==> src/rtl/bp_update_ctrl_pkg.sv <==
// Shared types for the branch-predictor update path.
// Holds the update bundle and the controller state encoding.
package rv32i_types;

  typedef struct packed {
    logic [31:0] pc;
    logic [31:0] target;
    logic        taken;
    logic        is_br;
    logic        is_jal;
  } bp_upd_t;

  typedef enum logic {
    BPC_INIT,
    BPC_RUN
  } bp_ctrl_state_t;

  function automatic logic upd_keep(
    input logic v,
    input logic br,
    input logic jal
  );
    return v & (br | jal);
  endfunction

endpackage

==> src/rtl/bp_update_ctrl_fifo.sv <==
// bp_upd_fifo: 2-write / 1-read circular queue of bp_upd_t.
// Ports: clk, rst/clr_n (sync active-low), wr_en/wr_data x2, rd_en, count, head, empty.
module bp_upd_fifo
  import rv32i_types::*;
#(
  parameter int DEPTH = 4,
  localparam int AW = $clog2(DEPTH),
  localparam int CW = AW + 1
) (
  input  logic              clk,
  input  logic              rst,
  input  logic              clr_n,
  input  logic    [1:0]     wr_en,
  input  bp_upd_t [1:0]     wr_data,
  input  logic              rd_en,
  output logic    [CW-1:0]  count,
  output bp_upd_t           head,
  output logic              empty
);

  bp_upd_t mem [DEPTH];
  logic [AW-1:0] wp;
  logic [AW-1:0] rp;
  logic [AW-1:0] wp1;

  // Slot 1 lands behind slot 0 only if slot 0 was written.
  assign wp1 = wp + AW'(wr_en[0]);

  always_ff @(posedge clk) begin
    if (wr_en[0]) mem[wp] <= wr_data[0];
    if (wr_en[1]) mem[wp1] <= wr_data[1];
  end

  always_ff @(posedge clk) begin
    if (!rst || !clr_n) begin
      wp    <= '0;
      rp    <= '0;
      count <= '0;
    end else begin
      wp    <= wp1 + AW'(wr_en[1]);
      rp    <= rp + AW'(rd_en);
      count <= count + CW'(wr_en[0])
                     + CW'(wr_en[1])
                     - CW'(rd_en);
    end
  end

  assign head  = mem[rp];
  assign empty = (count == '0);

endmodule

==> src/rtl/bp_update_ctrl.sv <==
// bp_update_ctrl: serialises committed branch/JAL updates into BTB/counter writes,
// owns committed GHR, clears tables after reset/flush. Option: BP_UPD_BYPASS_EN.
module bp_update_ctrl
  import rv32i_types::*;
#(
  parameter int IDX_BITS   = 10,
  parameter int GHR_BITS   = 10,
  parameter int FIFO_DEPTH = 4
) (
  input  logic                clk,
  input  logic                rst,
  input  logic [1:0]          upd_valid,
  input  logic [1:0][31:0]    upd_pc,
  input  logic [1:0][31:0]    upd_target,
  input  logic [1:0]          upd_taken,
  input  logic [1:0]          upd_is_br,
  input  logic [1:0]          upd_is_jal,
  output logic                upd_ready,
  input  logic                flush_req,
  output logic                init_busy,
  output logic                tbl_we,
  output logic                tbl_clear,
  output logic [IDX_BITS-1:0] tbl_idx,
  output logic [31:0]         tbl_pc,
  output logic [31:0]         tbl_target,
  output logic                tbl_taken,
  output logic [GHR_BITS-1:0] ghr
);

  localparam int CW = $clog2(FIFO_DEPTH) + 1;
  localparam logic [IDX_BITS-1:0] LAST =
    IDX_BITS'((2 ** IDX_BITS) - 1);

  bp_ctrl_state_t state_q;
  bp_ctrl_state_t state_d;
  logic [IDX_BITS-1:0] sweep_q;
  logic [IDX_BITS-1:0] sweep_d;
  logic [GHR_BITS-1:0] ghr_q;

  bp_upd_t [1:0] slot;
  logic    [1:0] keep;
  logic    [1:0] wr_en;
  logic [CW-1:0] count;
  logic [CW-1:0] free;
  bp_upd_t       head;
  bp_upd_t       wr_ent;
  logic          empty;
  logic          run;
  logic          acc;
  logic          byp;
  logic          deq;
  logic          wr_upd;

  always_comb begin
    for (int s = 0; s < 2; s++) begin
      slot[s].pc     = upd_pc[s];
      slot[s].target = upd_target[s];
      slot[s].taken  = upd_taken[s];
      slot[s].is_br  = upd_is_br[s];
      slot[s].is_jal = upd_is_jal[s];
      keep[s] = upd_keep(upd_valid[s],
                         upd_is_br[s],
                         upd_is_jal[s]);
    end
  end

  assign run  = rst && (state_q == BPC_RUN);
  // Free count ignores this cycle's dequeue.
  assign free = CW'(FIFO_DEPTH) - count;
  assign upd_ready = run && (free >= CW'(2));
  assign acc  = upd_ready && !flush_req;
  assign init_busy = !rst || (state_q == BPC_INIT);

`ifdef BP_UPD_BYPASS_EN
  assign byp = acc && empty && keep[0];
`else
  assign byp = 1'b0;
`endif

  assign wr_en[0] = acc && keep[0] && !byp;
  assign wr_en[1] = acc && keep[1];
  assign deq      = run && !empty && !flush_req;
  assign wr_upd   = deq || byp;
  assign wr_ent   = byp ? slot[0] : head;

  bp_upd_fifo #(
    .DEPTH (FIFO_DEPTH)
  ) u_fifo (
    .clk     (clk),
    .rst     (rst),
    .clr_n   (!flush_req),
    .wr_en   (wr_en),
    .wr_data (slot),
    .rd_en   (deq),
    .count   (count),
    .head    (head),
    .empty   (empty)
  );

  always_comb begin
    state_d    = state_q;
    sweep_d    = sweep_q;
    tbl_we     = 1'b0;
    tbl_clear  = 1'b0;
    tbl_idx    = '0;
    tbl_pc     = '0;
    tbl_target = '0;
    tbl_taken  = 1'b0;
    unique case (1'b1)
      (state_q == BPC_INIT): begin
        tbl_we    = rst;
        tbl_clear = 1'b1;
        tbl_idx   = sweep_q;
        sweep_d   = sweep_q + IDX_BITS'(1);
        if (sweep_q == LAST) state_d = BPC_RUN;
      end
      wr_upd: begin
        tbl_we     = 1'b1;
        tbl_idx    = wr_ent.pc[IDX_BITS+1:2];
        tbl_pc     = wr_ent.pc;
        tbl_target = wr_ent.target;
        tbl_taken  = wr_ent.taken | wr_ent.is_jal;
      end
      default: ;
    endcase
    if (flush_req) begin
      state_d = BPC_INIT;
      sweep_d = '0;
    end
  end

  always_ff @(posedge clk) begin
    if (!rst) begin
      state_q <= BPC_INIT;
      sweep_q <= '0;
      ghr_q   <= '0;
    end else begin
      state_q <= state_d;
      sweep_q <= sweep_d;
      if (flush_req)
        ghr_q <= '0;
      else if (wr_upd && wr_ent.is_br)
        ghr_q <= {ghr_q[GHR_BITS-2:0], wr_ent.taken};
    end
  end

  assign ghr = ghr_q;

endmodule

==> config.mk <==
export PLATFORM = sky130hd
export DESIGN_NAME = bp_update_ctrl
export DESIGN_NICKNAME = d
export VERILOG_FILES = /design/src/rtl/bp_update_ctrl_pkg.sv /design/src/rtl/bp_update_ctrl_fifo.sv /design/src/rtl/bp_update_ctrl.sv
export SDC_FILE = /design/constraint.sdc
export NUM_CORES = 1
export LEC_CHECK = 0
export ABC_AREA = 1
export CORE_UTILIZATION = 31
export CTS_CLUSTER_DIAMETER = 30
export CTS_CLUSTER_SIZE = 24
export DETAILED_ROUTE_END_ITERATION = 12
export PLACE_DENSITY_LB_ADDON = 0.3
export SYNTH_ARGS = -nofsm -noshare
export SYNTH_HDL_FRONTEND = slang
export SYNTH_HIERARCHICAL = 1
export SYNTH_SLANG_ARGS = --single-unit
==> constraint.sdc <==
create_clock -name clk -period 8.65 [get_ports clk]
set_input_delay 1.2975 -clock clk [delete_from_list [all_inputs] [get_ports clk]]
set_output_delay 1.2975 -clock clk [all_outputs]
set_load 0.05 [all_outputs]
# Word level (Yosys, flattened, before mapping)
# Memories as Yosys holds them, arrays and structs flattened. A register that Yosys moved wholly into a read port is not among the register bits.
# Cells that the tools add are included.
# Widths: inputs -> output; s select.
# classes
addsub,8
n_lt_le_gt_ge,1
eq_ne,1
muxes,13
bitwise,7
reduce_logical,15
# op_table
operator,n
$mux 32,2
$pmux 10 s2,1
$add 10x1->10 const B,1
$eq 10x10->1 const B,1
$logic_and 1x1->1,8
$mux 1,8
$add 2x1->2,3
$add 3x1->3,2
$ge 3x2->1 const B,1
$logic_not 1->1,3
$logic_not 3->1,1
$or 1x1->1,3
$sub 3x1->3,1
$sub 3x3->3 const A,1
$and 1x1->1,2
$logic_or 1x1->1,2
$mux 2,1
$not 1->1,2
$pmux 1 s2,1
$reduce_or 2->1,1
# totals
register_bits,28
ramBits,268
inputBits,139
out_inout_bits,89
word_cells,52
n_memories,1
# memory_table
name,words,word_bits,rd,rd_ports_with_merged_regs,wr,line,source
u_fifo.mem,4,67,1,1,2,bp_update_ctrl_fifo.sv:21,bp_upd_t mem [DEPTH];

# Depth between registers and ports, before layout
# Gate-level depths: netlist of run 1.
# logic_depth
word_depth,8
mapped_depth,18

# By module
# Netlist of run 1, hierarchy kept.
# by_module_without_submodules
module,instances,cells_per_inst,area_per_inst_um2,seq_area_each_um2
bp_upd_fifo,1,1733,14769.2,8187.9
bp_update_ctrl,1,292,1567.8,420.4

# Worst setup path before layout of run 1
# OpenSTA, ideal clock, no wires.
# synth_timing
path_type,input-to-reg
start,in rst
end,"mem u_fifo/mem[0][0] (netlist bit), enable pin"
setup_ns,0.584
arrival_time_ns,7.186
t_required_ns,8.066
slack_ns,0.879
stages,8
cell_sequence,nand2_2 -> inv_1 -> o21ai_0 -> inv_1 -> nand2_1 -> nor2_1 -> nand2_1 -> o21ai_0
# synth_lines
item,line,source
from (decl),bp_update_ctrl.sv:11,"input logic rst,"
to (decl),bp_update_ctrl_fifo.sv:21,

# Worst setup path in the final report of run 1
# layout_timing
start,in rst
end,out tbl_pc[25]
# layout_via
elab_chain_cells,4
# layout_rtl
item,line,source
$logic_and 1x1->1,bp_update_ctrl.sv:67,assign run = rst && (state_q == BPC_RUN);
$logic_and 1x1->1 (2 in a row),bp_update_ctrl.sv:82,assign deq = run && !empty && !flush_req;
$mux 32,bp_update_ctrl.sv:109,unique case (1'b1)
to (decl),bp_update_ctrl.sv:24,"output logic [31:0] tbl_pc,"
# No other way between the ends.

==> results.toml, run 1 <==
[finish]
commonest_non_fill_non_tap_cells_in_the_layout = "715 x nand2_1, 282 x nand3_1, 268 x edfxtp_1"
layout.core_utilization_pct = 41.6
area_growth_from_synthesis_to_layout_pct = 31.7
drive_above_1_share_pct = 6.96
nNetsFinal = 2354
layout.cells.most_common = "nand2_1"

[floorplanning]
top_level_ports = 228
core.rowCount = 83
floorplan.die_area_mm2 = 0.0536
die_w_um = 232
initial_core_util_pct = 31.6
die_h_um = 232
core_area_mm2 = 0.0517

[pwr]
pwr-share-clk_pct = 62.0
switching_share_pct = 22.5
p_switching_uw = 1020
vdd.ir_drop.worst_mv = 0.163
total_leakage_power_uw = 0.00908
p_comb_share_pct = 3.6
power.density_cell_area_mw_per_mm2 = 211
share_seq_of_total_power_pct = 34.4
total_power_after_layout_uw = 4550
internal_power_uw = 3520

[worst_setup_path]
worstPathCellList = "clkdlybuf4s50_1, nand2_2, nor3_4, clkinv_2, buf_4, nor2_1, clkdlybuf4s50_1"
crit_path_frequent_cell = "clkdlybuf4s50_1"
worstSetupPathDepth = 7
r2r-end = "u_fifo/mem[2][61]$_DFFE_PP_"
cpLargestDelayFamily = "buffers and inverters"
cp_num_buf_inv = 4
worst_r2r_start = "state_q$_SDFF_PP0_"
critical_path_peak_fanout = 43
timing.critical_path.from_type = "input port"
worstSetupEndpointType = "output pin"
critPathSlowestCell = "clkdlybuf4s50_1"
crit_path_max_incr_delay_ps = 830
required_ps = 7350
worst_r2r_path_depth = 11
path_class = "in2out"
worstPathArrival_ps = 4770
setup.reg_to_reg.worst_slack_ps = 3310

[sta]
hold_viol = 0
final_sum_of_negative_setup_slack_ps = 0
max_clock_freq_ghz = 0.165
worst-slew-pin-transition_ps = 1160
grt_setup_unrepaired = "false"
slew_viol_final = 0
maxSlewHeadroom_pct = 22.1
setup-violations-final = 0
finalCriticalPeriod_ps = 6070
hold_ws_ps = 463
min_period_over_period_pct = 70.2
clock_skew_ps = 30.1

[cts]
cts.reportedPaths.clkPinSlew_ps = 50
cts.hold.buffers_added = 0
clk_root_buffer_cell = "clkbuf_16"
post_cts_resized = 0
numCtsBuffers = 79
tritoncts = "done"
clock_tree.buffer_depth = 3
clock_latency_ps = 600
cts.sink_count = 296
post-cts-setup-buffers = 0
number_of_h_tree_branching_levels = 3

[grt]
grt.overflow.total = 0
antenna_found_initial = 2
first_pass_grt_wire_length_um = 76900
grt.total_usage_pct = 18.5
first_global_vias = 13800
maximum_number_of_pins_on_one_net_before_global_route_repair = 104

[routing]
wl_per_cell_um = 17.0
detailroute.via_count = 14200
route.detailed.vias_per_inst = 4.81
1st_iter_drt_viols = 926
drt_wl_total_um = 50200
first_pass_iters = 5
drc_errors = 0
ant_nets = 0

[synth]
synth-seq-cells = 296
yosysUniqueCellTypes = 26
netlist_area_mm2 = 0.0163
synthesis.area_per_instance_um2 = 8.07
synth_nets = 2173
yosys_warns = 6
ys_seq_area_share_pct = 52.7
syn_inst = 2025

[worst_hold_path]
min_from = "ghr[9]$_SDFFE_PP0P_"
min_path_cells = 2
worst_hold_path.endpoint = "ghr[9]$_SDFFE_PP0P_"
hold_path_class = "reg2reg"

[placed_design]
detailed_place_hpwl_um = 29600
buffer_ports.inserted = 227
finalWeightedCongestion = 0.778

[run_status]
outcome = "finished clean"

[flow_run]
drv.max_cap_violation_count = 0
worst register-to-register path: cells and delay by family (launching register included):
kind                     cells  cell delay [ps]
AND/OR/NAND/NOR              5             2140
adder cells (fa/ha/maj)      1              370
buffers and inverters        3              880
AO/OA/AOI/OAI                2              820
flip-flops                   1              710
layout make-up:
cell class / instances / area, um2
well taps: 680 / 851
fillers: 5042 / 30200
flip-flops and latches: 296 / 8620
inverters: 234 / 882
clock inverters: 58 / 621
repair buffers: 241 / 2380
diodes: 1 / 2.50
clock buffers: 87 / 2020
multi-input cells: 1354 / 6150
state kept, by name, indices dropped and copies added (netlist names):
register,flops
ghr,10
state_q,1
sweep_q,10
u_fifo/count,3
u_fifo/mem,268
u_fifo/rp,2
u_fifo/wp,2
metal layers:
layer	wire, um	track usage [%]
met1	22200	23.9
met3	2980	3.38
met5	23	0
met4	1500	8.84
met2	23500	29.8
synthesized netlist by cell type:
| cell type | count | area [um2] |
|---|---|---|
| a21oi_1 | 87 | 435 |
| buf_1 | 17 | 63.8 |
| buf_2 | 67 | 335 |
| buf_4 | 23 | 173 |
| buf_6 | 9 | 101 |
| clkbuf_1 | 25 | 93.8 |
| clkinv_1 | 1 | 3.75 |
| dfxtp_1 | 28 | 561 |
| edfxtp_1 | 268 | 8050 |
| fa_1 | 2 | 40.0 |
| ha_1 | 7 | 87.6 |
| inv_1 | 229 | 860 |
| inv_2 | 4 | 15.0 |
| nand2_1 | 716 | 2690 |
| nand2_2 | 5 | 31.3 |
| nand2_4 | 2 | 22.5 |
| nand3_1 | 282 | 1410 |
| nand4_1 | 3 | 18.8 |
| nor2_1 | 86 | 323 |
| nor2_8 | 1 | 20.0 |
| nor3_1 | 4 | 20.0 |
| nor3_4 | 1 | 16.3 |
| o211ai_1 | 67 | 503 |
| o21ai_0 | 84 | 420 |
| o22ai_1 | 6 | 37.5 |
| xnor2_1 | 1 | 8.76 |
stage by stage:
step,area (um2),instances,setup slack [ps]
2_1_floorplan,16300,2025,879
3_3_place_gp,18900,2805,2120
3_5_place_dp,18900,2805,2050
4_1_cts,21500,2950,2530
5_1_grt,21500,2950,2250
6_report,21500,2951,2580
cells by family (layout without fill, tap and decap cells):
family          count (synthesis)  count (layout)  share of synthesized area [%]
other cells                     0               1                              0
compound gates                244             244                           8.55
flops                         296             296                           52.7
simple gates                 1100            1100                           27.9
buf+inv                       375             620                           10.1
xor+xnor                        1               1                         0.0536
fa+ha+maj                       9               9                          0.781
power by group through the flow:
| stage | registers [uW] | clock network (uW) | logic, uW |
|---|---|---|---|
| 2_1_floorplan | 1590 | 0 | 53.8 |
| 3_5_place_dp | 1590 | 0 | 162 |
| 6_report | 1560 | 2820 | 163 |
| 3_3_place_gp | 1590 | 0 | 158 |
| 5_1_grt | 1560 | 2940 | 180 |
| 4_1_cts | 1560 | 2870 | 163 |
how the worst max path moves through the flow:
stage | startpoint | to
after floorplan | rst | u_fifo/mem[0][0]$_DFFE_PP_
after global placement | rst | u_fifo/mem[2][39]$_DFFE_PP_
after detailed placement | upd_is_jal[0] | u_fifo/mem[2][58]$_DFFE_PP_
after CTS | rst | tbl_pc[25]
after global routing | rst | tbl_target[18]
final | rst | tbl_pc[25]
No activity file was read; power rests on OpenSTA's default activity.
==> inputs of run 2 (changes only) <==
==> constraint.sdc (replaced) <==
create_clock -name clk -period 5.8 [get_ports clk]
set_input_delay 0.87 -clock clk [delete_from_list [all_inputs] [get_ports clk]]
set_output_delay 0.87 -clock clk [all_outputs]
set_load 0.05 [all_outputs]
==> results.toml, run 2 (synthesis gave the netlist of run 1 again) <==
[run_status]
outcome = "finished clean"

[cts]
number_of_h_tree_branching_levels = 3
cts.sink_count = 296
cts.hold.buffers_added = 0
numCtsBuffers = 79
cts.reportedPaths.clkPinSlew_ps = 40
post-cts-setup-buffers = 0
clock_latency_ps = 600
post_cts_resized = 0
clk_root_buffer_cell = "clkbuf_16"
clock_tree.buffer_depth = 3
tritoncts = "done"

[routing]
drc_errors = 0
wl_per_cell_um = 17.5
first_pass_iters = 6
ant_nets = 0
drt_wl_total_um = 51800
detailroute.via_count = 14600
1st_iter_drt_viols = 908
route.detailed.vias_per_inst = 4.93

[finish]
commonest_non_fill_non_tap_cells_in_the_layout = "715 x nand2_1, 282 x nand3_1, 268 x edfxtp_1"
area_of_all_placed_cells_without_fillers_mm2 = 0.0217
area_growth_from_synthesis_to_layout_pct = 32.8
fillerInstances = 4978
drive_above_1_share_pct = 7.58
layout.core_utilization_pct = 42.0
largest_register_ffs = 268
nNetsFinal = 2363
max_flop_register = "u_fifo/mem"
layout.cells.most_common = "nand2_1"

[placed_design]
buffer_ports.inserted = 227
detailed_place_hpwl_um = 28800
finalWeightedCongestion = 0.773
detailedPlace.worstSlack_ps = 1170
place_area_mm2 = 0.0190

[pwr]
total_leakage_power_uw = 0.00917
power.density_cell_area_mw_per_mm2 = 316
total_power_after_layout_uw = 6860
vdd.ir_drop.worst_mv = 0.174

[sta]
worst-slew-pin-transition_ps = 1240
max_clock_freq_ghz = 0.222
slew_viol_final = 0
min_period_over_period_pct = 77.6
setup-violations-final = 0
grt_setup_unrepaired = "false"
finalCriticalPeriod_ps = 4500
maxSlewHeadroom_pct = 17.3
hold_viol = 0
layout_setup_ws_ps = 1300
clock_skew_ps = 13.2

[flow_run]
drv.max_cap_violation_count = 0

[floorplanning]
top_level_ports = 228
die_w_um = 232
floorplan.die_area_mm2 = 0.0536
die_h_um = 232
initial_core_util_pct = 31.6
core_area_mm2 = 0.0517
core.rowCount = 83

[worst_hold_path]
hold_path_class = "reg2reg"

[worst_setup_path]
path_class = "in2out"
worst_r2r_path_depth = 12
worstPathArrival_ps = 3630
required_ps = 4930
timing.critical_path.from_type = "input port"
r2r-end = "u_fifo/mem[0][45]$_DFFE_PP_"
cp-startpoint = "rst"
capture_point_of_the_critical_path = "tbl_pc[13]"
critical_path_peak_fanout = 60
setup.reg_to_reg.worst_slack_ps = 1830
worstSetupEndpointType = "output pin"
worst_r2r_start = "state_q$_SDFF_PP0_"

[grt]
maximum_number_of_pins_on_one_net_before_global_route_repair = 114
first_global_vias = 14200
grt.total_usage_pct = 19.5
antenna_found_initial = 3
first_pass_grt_wire_length_um = 80000
grt.overflow.total = 0
## run 2: worst min path at each step
stage	end	from	depth (start not counted)	slack (ps)
after floorplan	sweep_q[6]$_SDFFE_PP0N_	sweep_q[6]$_SDFFE_PP0N_	2	440
after global placement	ghr[9]$_SDFFE_PP0P_	ghr[9]$_SDFFE_PP0P_	2	460
after detailed placement	sweep_q[6]$_SDFFE_PP0N_	sweep_q[6]$_SDFFE_PP0N_	2	460
after CTS	sweep_q[6]$_SDFFE_PP0N_	sweep_q[6]$_SDFFE_PP0N_	2	470
after global routing	ghr[8]$_SDFFE_PP0P_	ghr[8]$_SDFFE_PP0P_	2	500
final	sweep_q[6]$_SDFFE_PP0N_	sweep_q[6]$_SDFFE_PP0N_	2	470
## run 2: layout make-up
type                            count  area (um2)  area share (%)
Antenna cell                        3        7.51          0.0346
Timing Repair Buffer              250        2530            11.7
Sequential cell                   296        8620            39.7
Inverter                          234         882            4.07
Clock buffer                       90        2070            9.54
Multi-Input combinational cell   1354        6150            28.3
Tap cell                          680         851            3.92
Clock inverter                     57         591            2.72
## run 2: worst max-delay path, stage by stage
cell             delay, ps
clkdlybuf4s50_1        550
nand2_2                120
nor3_4                 140
buf_4                  250
clkinv_2               320
buf_12                 330
nor2_1                 190
clkdlybuf4s50_1        830
## run 2: power by group
group	switching, uW	total (uW)	internal (uW)
Sequential	0.542	2330	2330
Clock	1340	4290	2950
Combinational	116	237	121
## run 2: layer usage
| layer | wire length (um) | vias up | track usage, % |
|---|---|---|---|
| met3 | 3180 | 98 | 3.36 |
| met5 | 0 | - | 0 |
| li1 | - | 7074 | - |
| met2 | 25500 | 563 | 33.6 |
| met1 | 21900 | 6875 | 23.9 |
| met4 | 1290 | 0 | 8.26 |
## run 2: stage by stage
| step | hold WS, ps | setup TNS, ps | cells |
|---|---|---|---|
| 2_1_floorplan | 442 | -413530 | 2025 |
| 3_3_place_gp | 461 | 0 | 2814 |
| 3_5_place_dp | 464 | 0 | 2814 |
| 4_1_cts | 471 | 0 | 2961 |
| 5_1_grt | 503 | 0 | 2964 |
| 6_report | 467 | 0 | 2964 |
